File: config.mk
export PLATFORM = sky130hd
export DESIGN_NAME = sum_share_sched
export DESIGN_NICKNAME = d
export VERILOG_FILES = /design/src/rtl/sum_sched_pkg.sv /design/src/rtl/sum_acc_unit.sv /design/src/rtl/sum_share_sched.sv
export SDC_FILE = /design/constraint.sdc
export NUM_CORES = 1
export LEC_CHECK = 0
export BUFFER_PORTS_ARGS = -buffer_cell sky130_fd_sc_hd__buf_2
export CAP_MARGIN = 15
export CORE_MARGIN = 1
export CORE_UTILIZATION = 50
export CTS_CLUSTER_SIZE = 14
export DETAILED_ROUTE_END_ITERATION = 12
export PLACE_DENSITY = 0.87
export SYNTH_ARGS = -nofsm -noshare
export SYNTH_HDL_FRONTEND = slang
export SYNTH_SLANG_ARGS = --single-unit
File: constraint.sdc
create_clock -name clk -period 2.5 [get_ports clk]
set_clock_uncertainty 0.1 [all_clocks]
set_input_delay 0.125 -clock clk [delete_from_list [all_inputs] [get_ports clk]]
set_output_delay 0.125 -clock clk [all_outputs]
set_load 0.01 [all_outputs]
File: src/rtl/sum_sched_pkg.sv
// Shared types and width helpers for the shared serial-sum scheduler.
// Both the top level and the accumulator unit import this package.
package sum_sched_pkg;

  typedef enum logic [1:0] {IDLE, ACCUM, RESP} state_t;

  function automatic int sumWidth(input int opw, input int nops);
    return opw + $clog2(nops + 1);
  endfunction

  function automatic int idWidth(input int nreq);
    return (nreq > 2) ? $clog2(nreq) : 1;
  endfunction

endpackage

File: src/rtl/sum_acc_unit.sv
// Captures one operand vector and sums it one operand per cycle through a single adder.
// After NOPS additions it idles and holds the sum until the next load.
module sum_acc_unit
  import sum_sched_pkg::*;
#(
  parameter int NOPS = 9,
  parameter int OPW  = 1,
  parameter int SUMW = 5
) (
  input  logic                 clk,
  input  logic                 rst,
  input  logic                 load,
  input  logic [NOPS*OPW-1:0]  ops,
  output logic [SUMW-1:0]      acc,
  output logic                 last
);

  localparam int IDXW = $clog2(NOPS + 1);

  logic [OPW-1:0]  r_ops [NOPS];
  logic [IDXW-1:0] r_idx;
  logic [SUMW-1:0] r_acc;

  // The index parks at NOPS once every operand is summed, which freezes r_acc.
  always_ff @(posedge clk) begin
    if (rst) begin
      r_idx <= '0;
      r_acc <= '0;
      for (int k = 0; k < NOPS; k++) r_ops[k] <= '0;
    end else if (load) begin
      r_idx <= '0;
      r_acc <= '0;
      for (int k = 0; k < NOPS; k++) r_ops[k] <= ops[k*OPW +: OPW];
    end else if (r_idx < IDXW'(NOPS)) begin
      r_acc <= r_acc + SUMW'(r_ops[r_idx]);
      r_idx <= r_idx + IDXW'(1);
    end
  end

  assign acc  = r_acc;
  assign last = (r_idx == IDXW'(NOPS - 1));

endmodule

File: src/rtl/sum_share_sched.sv
// Round-robin arbiter and control FSM that share one serial accumulator among NREQ requesters.
// The accumulator register drives rsp_sum directly; it stays frozen while a response is pending.
module sum_share_sched
  import sum_sched_pkg::*;
#(
  parameter  int NREQ = 2,
  parameter  int NOPS = 9,
  parameter  int OPW  = 1,
  localparam int SUMW = sumWidth(OPW, NOPS),
  localparam int IDW  = idWidth(NREQ)
) (
  input  logic                     clk,
  input  logic                     rst,
  input  logic [NREQ-1:0]          req_valid,
  output logic [NREQ-1:0]          req_ready,
  input  logic [NREQ*NOPS*OPW-1:0] req_ops,
  output logic                     rsp_valid,
  input  logic                     rsp_ready,
  output logic [IDW-1:0]           rsp_id,
  output logic [SUMW-1:0]          rsp_sum
);

  localparam int VECW = NOPS * OPW;

  state_t          r_state;
  logic [IDW-1:0]  r_rrPtr;
  logic [IDW-1:0]  r_rspId;
  logic            r_rspValid;

  logic            w_found;
  logic [IDW-1:0]  w_winner;
  logic [VECW-1:0] w_winOps;
  logic [NREQ-1:0] w_reqReady;
  logic            w_load;
  logic [SUMW-1:0] w_acc;
  logic            w_last;

  // Two passes give wrap-around priority: requesters at or above rr_ptr first, then the rest.
  always_comb begin
    w_found  = 1'b0;
    w_winner = '0;
    w_winOps = '0;
    for (int i = 0; i < NREQ; i++) begin
      if (!w_found && req_valid[i] && (IDW'(i) >= r_rrPtr)) begin
        w_found  = 1'b1;
        w_winner = IDW'(i);
        w_winOps = req_ops[i*VECW +: VECW];
      end
    end
    for (int i = 0; i < NREQ; i++) begin
      if (!w_found && req_valid[i]) begin
        w_found  = 1'b1;
        w_winner = IDW'(i);
        w_winOps = req_ops[i*VECW +: VECW];
      end
    end
  end

  assign w_load = (r_state == IDLE) && w_found && !rst;

  always_comb begin
    w_reqReady = '0;
    for (int i = 0; i < NREQ; i++) begin
      w_reqReady[i] = w_load && (w_winner == IDW'(i));
    end
  end

  sum_acc_unit #(
    .NOPS (NOPS),
    .OPW  (OPW),
    .SUMW (SUMW)
  ) u_acc (
    .clk  (clk),
    .rst  (rst),
    .load (w_load),
    .ops  (w_winOps),
    .acc  (w_acc),
    .last (w_last)
  );

  always_ff @(posedge clk) begin
    if (rst) begin
      r_state    <= IDLE;
      r_rrPtr    <= '0;
      r_rspId    <= '0;
      r_rspValid <= 1'b0;
    end else begin
      case (r_state)
        IDLE: begin
          if (w_load) begin
            r_rspId <= w_winner;
            r_rrPtr <= (w_winner == IDW'(NREQ - 1)) ? '0 : w_winner + IDW'(1);
            r_state <= ACCUM;
          end
        end
        ACCUM: begin
          if (w_last) begin
            r_rspValid <= 1'b1;
            r_state    <= RESP;
          end
        end
        RESP: begin
          if (rsp_ready) begin
            r_rspValid <= 1'b0;
            r_state    <= IDLE;
          end
        end
        default: r_state <= IDLE;
      endcase
    end
  end

  assign req_ready = w_reqReady;
  assign rsp_valid = r_rspValid;
  assign rsp_id    = r_rspId;
  assign rsp_sum   = w_acc;

endmodule

==> results of run 1 <==
[final timing paths]
check                      startpoint                            to  slack (ps)  cells past startpoint
setup / recovery                 flop     u_acc.acc[4]$_SDFFE_PP0P_         220                      9
hold / removal             req_ops[9]  u_acc.r_ops[0]$_SDFFCE_PN0P_          10                      2
hold reg to reg   rsp_id$_SDFFE_PP0P_           rsp_id$_SDFFE_PP0P_         370                      1
setup reg to reg                 flop     u_acc.acc[4]$_SDFFE_PP0P_         220                      9
[final cells by class]
type	count	share of cell area, %
repair buffers	49	21.52
inverters	6	1.456
multi-input cells	70	32.28
flip-flops and latches	27	40.78
well taps	28	2.265
clock buffers	4	1.699
[where the power goes]
part	total [mW]	leakage (nW)	internal [mW]	switching, mW
Clock	0.192	0.0150	0.0626	0.129
Sequential	0.495	0.245	0.479	0.0157
Combinational	0.112	0.419	0.0615	0.0510
Total	0.799	0.679	0.603	0.196
[layer usage]
layer | wire length [um] | part of all wire [%]
met1 | 1087 | 40
met3 | 88 | 3.2
met2 | 1514 | 56
met4 | 28 | 1.0
met5 | 0 | 0
[kinds of logic (layout without fill, tap and decap cells)]
| kind of cell | Yosys count | after routing |
|---|---|---|
| buffers and inverters | 11 | 59 |
| XOR/XNOR | 4 | 4 |
| flip-flops | 27 | 27 |
| adder cells (fa/ha/maj) | 5 | 5 |
| multiplexers | 5 | 5 |
| AO/OA/AOI/OAI | 25 | 25 |
| AND/OR/NAND/NOR | 31 | 31 |
[placed cells by master, fill, tap and decap left out, types with 2 or more instances in the layout]
cell / synthesis / final
a211oi_1: 2 / 2
a21o_1: 2 / 2
a21oi_1: 8 / 8
a22o_1: 9 / 9
buf_2: 3 / 31
clkbuf_4: 0 / 3
dfxtp_1: 18 / 18
dlygate4sd3_1: 0 / 17
edfxtp_1: 9 / 9
ha_1: 5 / 5
inv_1: 6 / 6
mux2i_1: 4 / 4
nand2_1: 10 / 10
nand2b_1: 2 / 2
nand3_1: 4 / 4
nor2_1: 7 / 7
nor4_1: 2 / 2
xnor2_1: 4 / 4
[metrics by stage]
step	cells	setup slack (ps)
global placement	163	347.8
detailed placement	163	224.9
floorplan	108	406.8
finish	184	218.8
CTS	183	209.7
global route	184	56.16
==> qor.txt, run 1 <==
worst vdd ir: 0.3834 mV
Initial Util: 53.11%
max cap viols: 0
crit-path max cell delay: 490 ps
unrepaired setup endpoints after global routing: no
final antenna-violating net count: 0
initial antenna violation count: 0
clk_lat worst skew: 330 ps
Max Slew Vio Count: 0
Final period util: 91.25%
Worst EP arrival: 2400 ps
Overflow after GRT: 0
Post-Synth Adder-Cell Area: 5.274%
initial DRC count: 29
synthesis-to-finish area growth: 30.38%
YS warnings: 0
share of post-route cells with drive strength above 1: 25.00%
mean routed wirelength per cell: 14.78 um
area occupied by registers: 630.6 um^2
Synth Area in Simple Gates: 13.50%
prevailing post-synth register cell: dfxtp_1
NumNets Final: 185
PD cells: 516.6 mW/mm^2
drt total wl: 2719 um
status: finished clean
GRT Util Overall: 23.44%
Overall Power: 0.7990 mW
CTS Root Cell: clkbuf_4
# diodes: 0
num rows: 17
met3 Use GR: 3.636%
Synthesized Nets: 136
element type at the critical path end: flop
Num CTS Buffers: 3
Placed Area: 0.001350 mm^2
vias in the first global route: 947
Die Ht: 50.71 um
die area: 0.002571 mm^2
TritonCTS Sinks: 27
CTS Hold Bufs: 16
setup bufs post-CTS: 0
setup TNS: 0 ps
DIE WIDTH: 50.71 um
Async SR Flop Fraction: 0%
Seq/Total Area, Yosys: 53.16%
Final Hold Viols: 0
WP data required: 2620 ps
final count of negative-setup-slack endpoints: 0
main combinational cell family by area after synthesis: compound AO/OA/AOI/OAI gates
share of the synthesized area in the top cell type: 30.38%
Hold WS: 10.13 ps
router iterations before antenna repair: 4
Core ar.: 0.002233 mm^2
Post-synth EDFFs: 9
Slew @ Worst Pin: 642.0 ps
# port buffers: 31
CP Class: flop to flop
synth top area cells: dfxtp_1, edfxtp_1, a22o_1
grt peak-use layer: met2
crit path max fanout: 4
TritonCTS clock tree: done
CP Buf/Inv Count: 0
Post-DP HPWL: 1818 um
multi-input combinational cell area: 499.2 um^2
cell family with most CP delay: multiplexers
cell taking the most area after synthesis: dfxtp_1
XOR/XNOR share of the synthesized area: 2.954%
drt drc: 0
startpoint types: flop
Synth Area in Compound Gates: 15.08%
syn_area_per_cell: 10.98 um^2
Worst path slowest cell: mux4_2
Synth Register Bits: 27
Vias/cell: 5.457
Cell variety after synth: 29
Hold Path Class: primary input to flop
Syn Std Cell Area: 0.001186 mm^2
fin area: 0.001546 mm^2
met1 Use GR: 27.55%
post-cts repair resize count: 0
Post-synth top cells: dfxtp_1, nand2_1, a22o_1, edfxtp_1, a21oi_1
vias: 1004
met2 Usage GRT: 42.00%
CP dominant cell by count: ha_1
cells after synthesis: 108
Leakage: 0.6789 nW
global-route wire length before repair: 4319 um
Ports: 32
H-tree depth: 1
CTS clk-pin slew, worst paths: 150 ps
Fmax: 438.4 MHz
min Tclk post-route: 2281 ps
largest net degree at the start of global routing: 20
Worst slew margin: 57.15%
clk buf depth: 2
most common cell in the netlist: dfxtp_1
worst-path cell chain: mux2i_1 -> mux4_2 -> o21ai_2 -> ha_1 -> ha_1 -> nand2_1 -> a211oi_1 -> xnor2_1 -> nor2_1
fin util: 69.24%
fill count: 171
gpl congestion: 0.7370
multiplexer share of the synthesized area: 5.274%
Note: power is estimated with default switching activity, not from simulation.
==> run 2: changes to the inputs <==
CORE_UTILIZATION = 54   (was 50)
PLACE_DENSITY = 0.92   (was 0.87)
clock period = 2.7 ns   (was 2.5 ns; I/O delays follow)
==> run 2 against run 1 <==
Critical path depth unchanged. Sequential share of layout area increased by 1.1 points. Sequential power decreased by 7.5%. Setup slack improved by 150 ps. First-iteration DRC count decreased by 69%. Flip-flop and latch count unchanged. Core utilization increased by 5.2 points. Clock-buffer cell count unchanged. Global-route usage increased by 0.94 points. Total power decreased by 8.3%. Register-to-register slack improved by 150 ps. Final cell count decreased by 2.7%. Highest routed layer unchanged.
==> qor.txt, run 2 (same netlist as run 1, synthesis figures left out) <==
most frequent cells in the layout: buf_2, dfxtp_1, dlygate4sd3_1
DIE WIDTH: 48.87 um (-3.6%)
CTS Root Cell: clkbuf_4
Fmax: 428.7 MHz (-2.2%)
fill count: 149 (-13%)
Initial Util: 58.66% (+5.6 points)
final worst slack: 367.3 ps (+148.5 ps)
Hold Crit Start: req_ops[1]
Leakage: 0.6577 nW (-3.1%)
drt total wl: 2755 um (+1.3%)
NumNets Final: 181 (-2.2%)
Ports: 32 (unchanged)
max cap viols: 0 (unchanged)
CTS Hold Bufs: 12 (-4)
vias: 985 (-1.9%)
CTS clk-pin slew, worst paths: 140 ps (about the same)
global-route wire length before repair: 4291 um (-0.65%)
gpl congestion: 0.6988 (-5.2%)
Vias/cell: 5.503 (+0.85%)
final antenna-violating net count: 0 (unchanged)
Die Ht: 48.87 um (-3.6%)
crit path max fanout: 4 (unchanged)
min Tclk post-route: 2333 ps (+51.47 ps)
Max Slew Vio Count: 0 (unchanged)
# diodes: 0 (unchanged)
# port buffers: 31 (unchanged)
initial DRC count: 9 (-69%)
num rows: 16 (-1)
commonest non-fill, non-tap cell in the layout: buf_2
TritonCTS clock tree: done
router iterations before antenna repair: 4 (unchanged)
Overall Power: 0.7325 mW (-8.3%)
Placed Cells: 162 (-0.61%)
Final Hold Viols: 0 (unchanged)
worst vdd ir: 0.4364 mV (+14%)
synthesis-to-finish area growth: 26.90%
unrepaired setup endpoints after global routing: no
clk_lat worst skew: 330 ps (about the same)
vias in the first global route: 982 (+3.7%)
Final period util: 86.39% (-4.9 points)
Worst slew margin: 56.84% (-0.31 points)
mean routed wirelength per cell: 15.39 um (+4.2%)
Num CTS Buffers: 3 (unchanged)
DP Worst Slack: 378.9 ps (+154.0 ps)
Worst EP arrival: 2450 ps (+50 ps)
final count of negative-setup-slack endpoints: 0 (unchanged)
setup TNS: 0 ps (unchanged)
Overflow after GRT: 0 (unchanged)
startpoint types: flop
largest net degree at the start of global routing: 20 (unchanged)
Finished Layout Cells: 179 (-2.7%)
CP Class: flop to flop
PD cells: 486.7 mW/mm^2 (-5.8%)
status: finished clean
WP data required: 2810 ps (+190 ps)
Post-DP HPWL: 1853 um (+1.9%)
TritonCTS Sinks: 27 (unchanged)
post-cts repair resize count: 0 (unchanged)
share of post-route cells with drive strength above 1: 25.66% (+0.66 points)
setup bufs post-CTS: 0 (unchanged)
element type at the critical path end: flop
Slew @ Worst Pin: 646.6 ps (+4.613 ps)
die area: 0.002388 mm^2 (-7.1%)
fin area: 0.001505 mm^2 (-2.7%)
Hold Path Class: primary input to flop
clk buf depth: 2 (unchanged)
H-tree depth: 1 (unchanged)
Core ar.: 0.002022 mm^2 (-9.5%)
fin util: 74.44% (+5.2 points)
GRT Util Overall: 24.38% (+0.94 points)
drt drc: 0 (unchanged)
initial antenna violation count: 0 (unchanged)
Hold WS: 7.426 ps (-2.706 ps)
Placed Area: 0.001349 mm^2 (about the same)
run 2: changes by cell type in the layout (fill, tap and decap cells not counted):
cell	delta
dlygate4sd3_1	-4
run 2: final timing paths:
path | end | slack [ps] | depth (start not counted)
worst min-delay path | u_acc.r_ops[1]$_SDFFCE_PN0P_ | 7 | 2
worst min register to register | rsp_valid$_SDFFE_PP0P_ | 380 | 2
worst max register to register | u_acc.acc[4]$_SDFFE_PP0P_ | 370 | 9
worst max-delay path | u_acc.acc[4]$_SDFFE_PP0P_ | 370 | 9
run 2: layer usage:
| layer | GRT usage [%] | part of all wire, % | wire, um | vias up |
|---|---|---|---|---|
| met5 | 0 | 0 | 0 | - |
| met3 | 6.231 | 3.8 | 104 | 14 |
| li1 | - | - | - | 474 |
| met2 | 46.53 | 56 | 1535 | 33 |
| met1 | 23.51 | 37 | 1009 | 464 |
| met4 | 13.24 | 3.8 | 104 | 0 |
run 2: final cells by class:
| cell class | instances | area (um^2) | share of cell area [%] |
|---|---|---|---|
| timing repair buffer | 45 | 292.8 | 19.45 |
| tap | 27 | 33.78 | 2.244 |
| inverter | 6 | 22.52 | 1.496 |
| clock buffer | 4 | 26.28 | 1.746 |
| sequential | 27 | 630.6 | 41.90 |
| multi-input combinational | 70 | 499.2 | 33.17 |
run 2: worst max-delay path, stage by stage (launching register included):
cell and delay [ps]:
dfxtp_1 470, mux2i_1 120, mux4_2 490, o21ai_2 140, ha_1 180, ha_1 150, nand2_1 60, a211oi_1 310
xnor2_1 160, nor2_1 50
run 2: report_power, final:
part / switching, mW / leakage (nW) / internal, mW
combinational: 0.0490 / 0.398 / 0.0532
sequential: 0.0142 / 0.245 / 0.443
clock: 0.115 / 0.0150 / 0.0580
==> run 3: changes to the inputs <==
CORE_UTILIZATION = 50   (was 54)
PLACE_DENSITY = 0.87   (was 0.92)
clock period = 2.15 ns   (was 2.7 ns; I/O delays follow)
==> run 3 against run 2 <==
The run now ends with setup timing left. Maximum frequency rose by 8.1%. Largest cell class unchanged. Core utilization fell by 1.8 points. Die area rose by 7.7%. Largest power group unchanged. Wire length fell by 0.62%. Critical path type unchanged. Clock power rose by 27%.
==> qor.txt, run 3 (same netlist as run 1, synthesis figures left out) <==
status: finished with violations
violations in the final reports: setup timing
Ports: 32 (unchanged)
Placed Cells: 163 (+0.62%)
CTS Root Cell: clkbuf_4
Worst slew margin: 56.86% (about the same)
crit-path max cell delay: 480 ps (about the same)
setup TNS: -7.591 ps (-7.591 ps)
final antenna-violating net count: 0 (unchanged)
crit path max fanout: 4 (unchanged)
startpoint types: flop
global-route wire length before repair: 4353 um (+1.4%)
Worst path slowest cell: mux4_2
Slew @ Worst Pin: 646.4 ps (-0.1723 ps)
Placed Area: 0.001350 mm^2 (about the same)
final count of negative-setup-slack endpoints: 1 (+1)
synthesis-to-finish area growth: 36.71%
initial antenna violation count: 0 (unchanged)
Num CTS Buffers: 3 (unchanged)
Core ar.: 0.002233 mm^2 (+10%)
# port buffers: 31 (unchanged)
router iterations before antenna repair: 4 (unchanged)
Worst EP arrival: 2270 ps (-180 ps)
commonest non-fill, non-tap cell in the layout: buf_2
drt total wl: 2738 um (-0.62%)
Fmax: 463.5 MHz (+8.1%)
vias: 1034 (+5.0%)
DP Worst Slack: -125.1 ps (-504.0 ps)
clk_lat worst skew: 330 ps (about the same)
Vias/cell: 5.500 (about the same)
setup bufs post-CTS: 0 (unchanged)
vias in the first global route: 1003 (+2.1%)
final worst slack: -7.591 ps (-374.9 ps)
Die Ht: 50.71 um (+3.8%)
TritonCTS Sinks: 27 (unchanged)
num rows: 17 (+1)
TritonCTS clock tree: done
drt drc: 0 (unchanged)
unrepaired setup endpoints after global routing: yes
fin util: 72.61% (-1.8 points)
fin area: 0.001622 mm^2 (+7.7%)
GRT Util Overall: 23.38% (-1.0 points)
Max Slew Vio Count: 0 (unchanged)
largest net degree at the start of global routing: 20 (unchanged)
Overflow after GRT: 0 (unchanged)
worst vdd ir: 0.3932 mV (-9.9%)
# diodes: 0 (unchanged)
CTS clk-pin slew, worst paths: 140 ps (about the same)
WP data required: 2260 ps (-550 ps)
max cap viols: 0 (unchanged)
H-tree depth: 1 (unchanged)
Overall Power: 0.9327 mW (+27%)
share of post-route cells with drive strength above 1: 28.75% (+3.1 points)
gpl congestion: 0.7370 (+5.5%)
NumNets Final: 189 (+4.4%)
Initial Util: 53.11% (-5.6 points)
die area: 0.002571 mm^2 (+7.7%)
PD cells: 575.2 mW/mm^2 (+18%)
worst-path cell chain: mux2i_1 -> mux4_2 -> o21ai_2 -> ha_2 -> ha_4 -> nand2_2 -> a211oi_2 -> xnor2_1 -> nor2_1
Post-DP HPWL: 1818 um (-1.9%)
mean routed wirelength per cell: 14.56 um (-5.4%)
DIE WIDTH: 50.71 um (+3.8%)
fill count: 157 (+5.4%)
Final Hold Viols: 0 (unchanged)
Hold WS: 108.2 ps (+100.7 ps)
most frequent cells in the layout: buf_2, dlygate4sd3_1, dfxtp_1
CP Class: flop to flop
Final period util: 100.4% (+14 points)
initial DRC count: 29 (+20)
Finished Layout Cells: 188 (+5.0%)
element type at the critical path end: flop
Leakage: 0.6982 nW (+6.2%)
Hold Path Class: primary input to flop
clk buf depth: 2 (unchanged)
min Tclk post-route: 2158 ps (-175.1 ps)
-- run 3: worst max-delay path: cells and delay by family (launching register included) --
kind / cells / cell delay (ps)
mux: 2 / 610
flops: 1 / 390
fa+ha+maj: 2 / 360
compound gates: 2 / 330
xor+xnor: 1 / 160
simple gates: 2 / 110
-- run 3: power breakdown --
part	switching [mW]	leakage (nW)	internal, mW
clock network	0.147	0.0150	0.0727
registers	0.0183	0.245	0.557
logic	0.0613	0.438	0.0769
-- run 3: repair_timing --
action | 4_1_cts | 5_1_grt
hold buffers | 21 | 0
hold endpoints to repair | 12 | 0
setup endpoints to repair | 2 | 3
pin swaps | 1 | 2
resized for setup | 5 | 5
-- run 3: layout make-up --
cell class	instances	area, um^2	share of cell area, %
Sequential cell	27	634.4	39.12
Multi-Input combinational cell	70	530.5	32.72
Timing Repair Buffer	53	372.9	22.99
Tap cell	28	35.03	2.160
Clock buffer	4	26.28	1.620
Inverter	6	22.52	1.389
-- run 3: metal layers --
layer | vias to the layer above | global-route usage (%) | wire (um)
li1 | 490 | - | -
met4 | 0 | 12.96 | 52
met2 | 40 | 39.56 | 1440
met1 | 498 | 27.55 | 1116
met5 | - | 0 | 0
met3 | 6 | 4.545 | 129
-- run 3: path summary, 6_finish.rpt --
check,start,endpoint,slack [ps],depth (start not counted)
worst max register to register,flop,u_acc.acc[4]$_SDFFE_PP0P_,-8,9
worst max-delay path,flop,u_acc.acc[4]$_SDFFE_PP0P_,-8,9
worst min register to register,rsp_id$_SDFFE_PP0P_,rsp_id$_SDFFE_PP0P_,370,1
worst min-delay path,req_valid[1],r_state[0]$_SDFFE_PP0P_,110,4
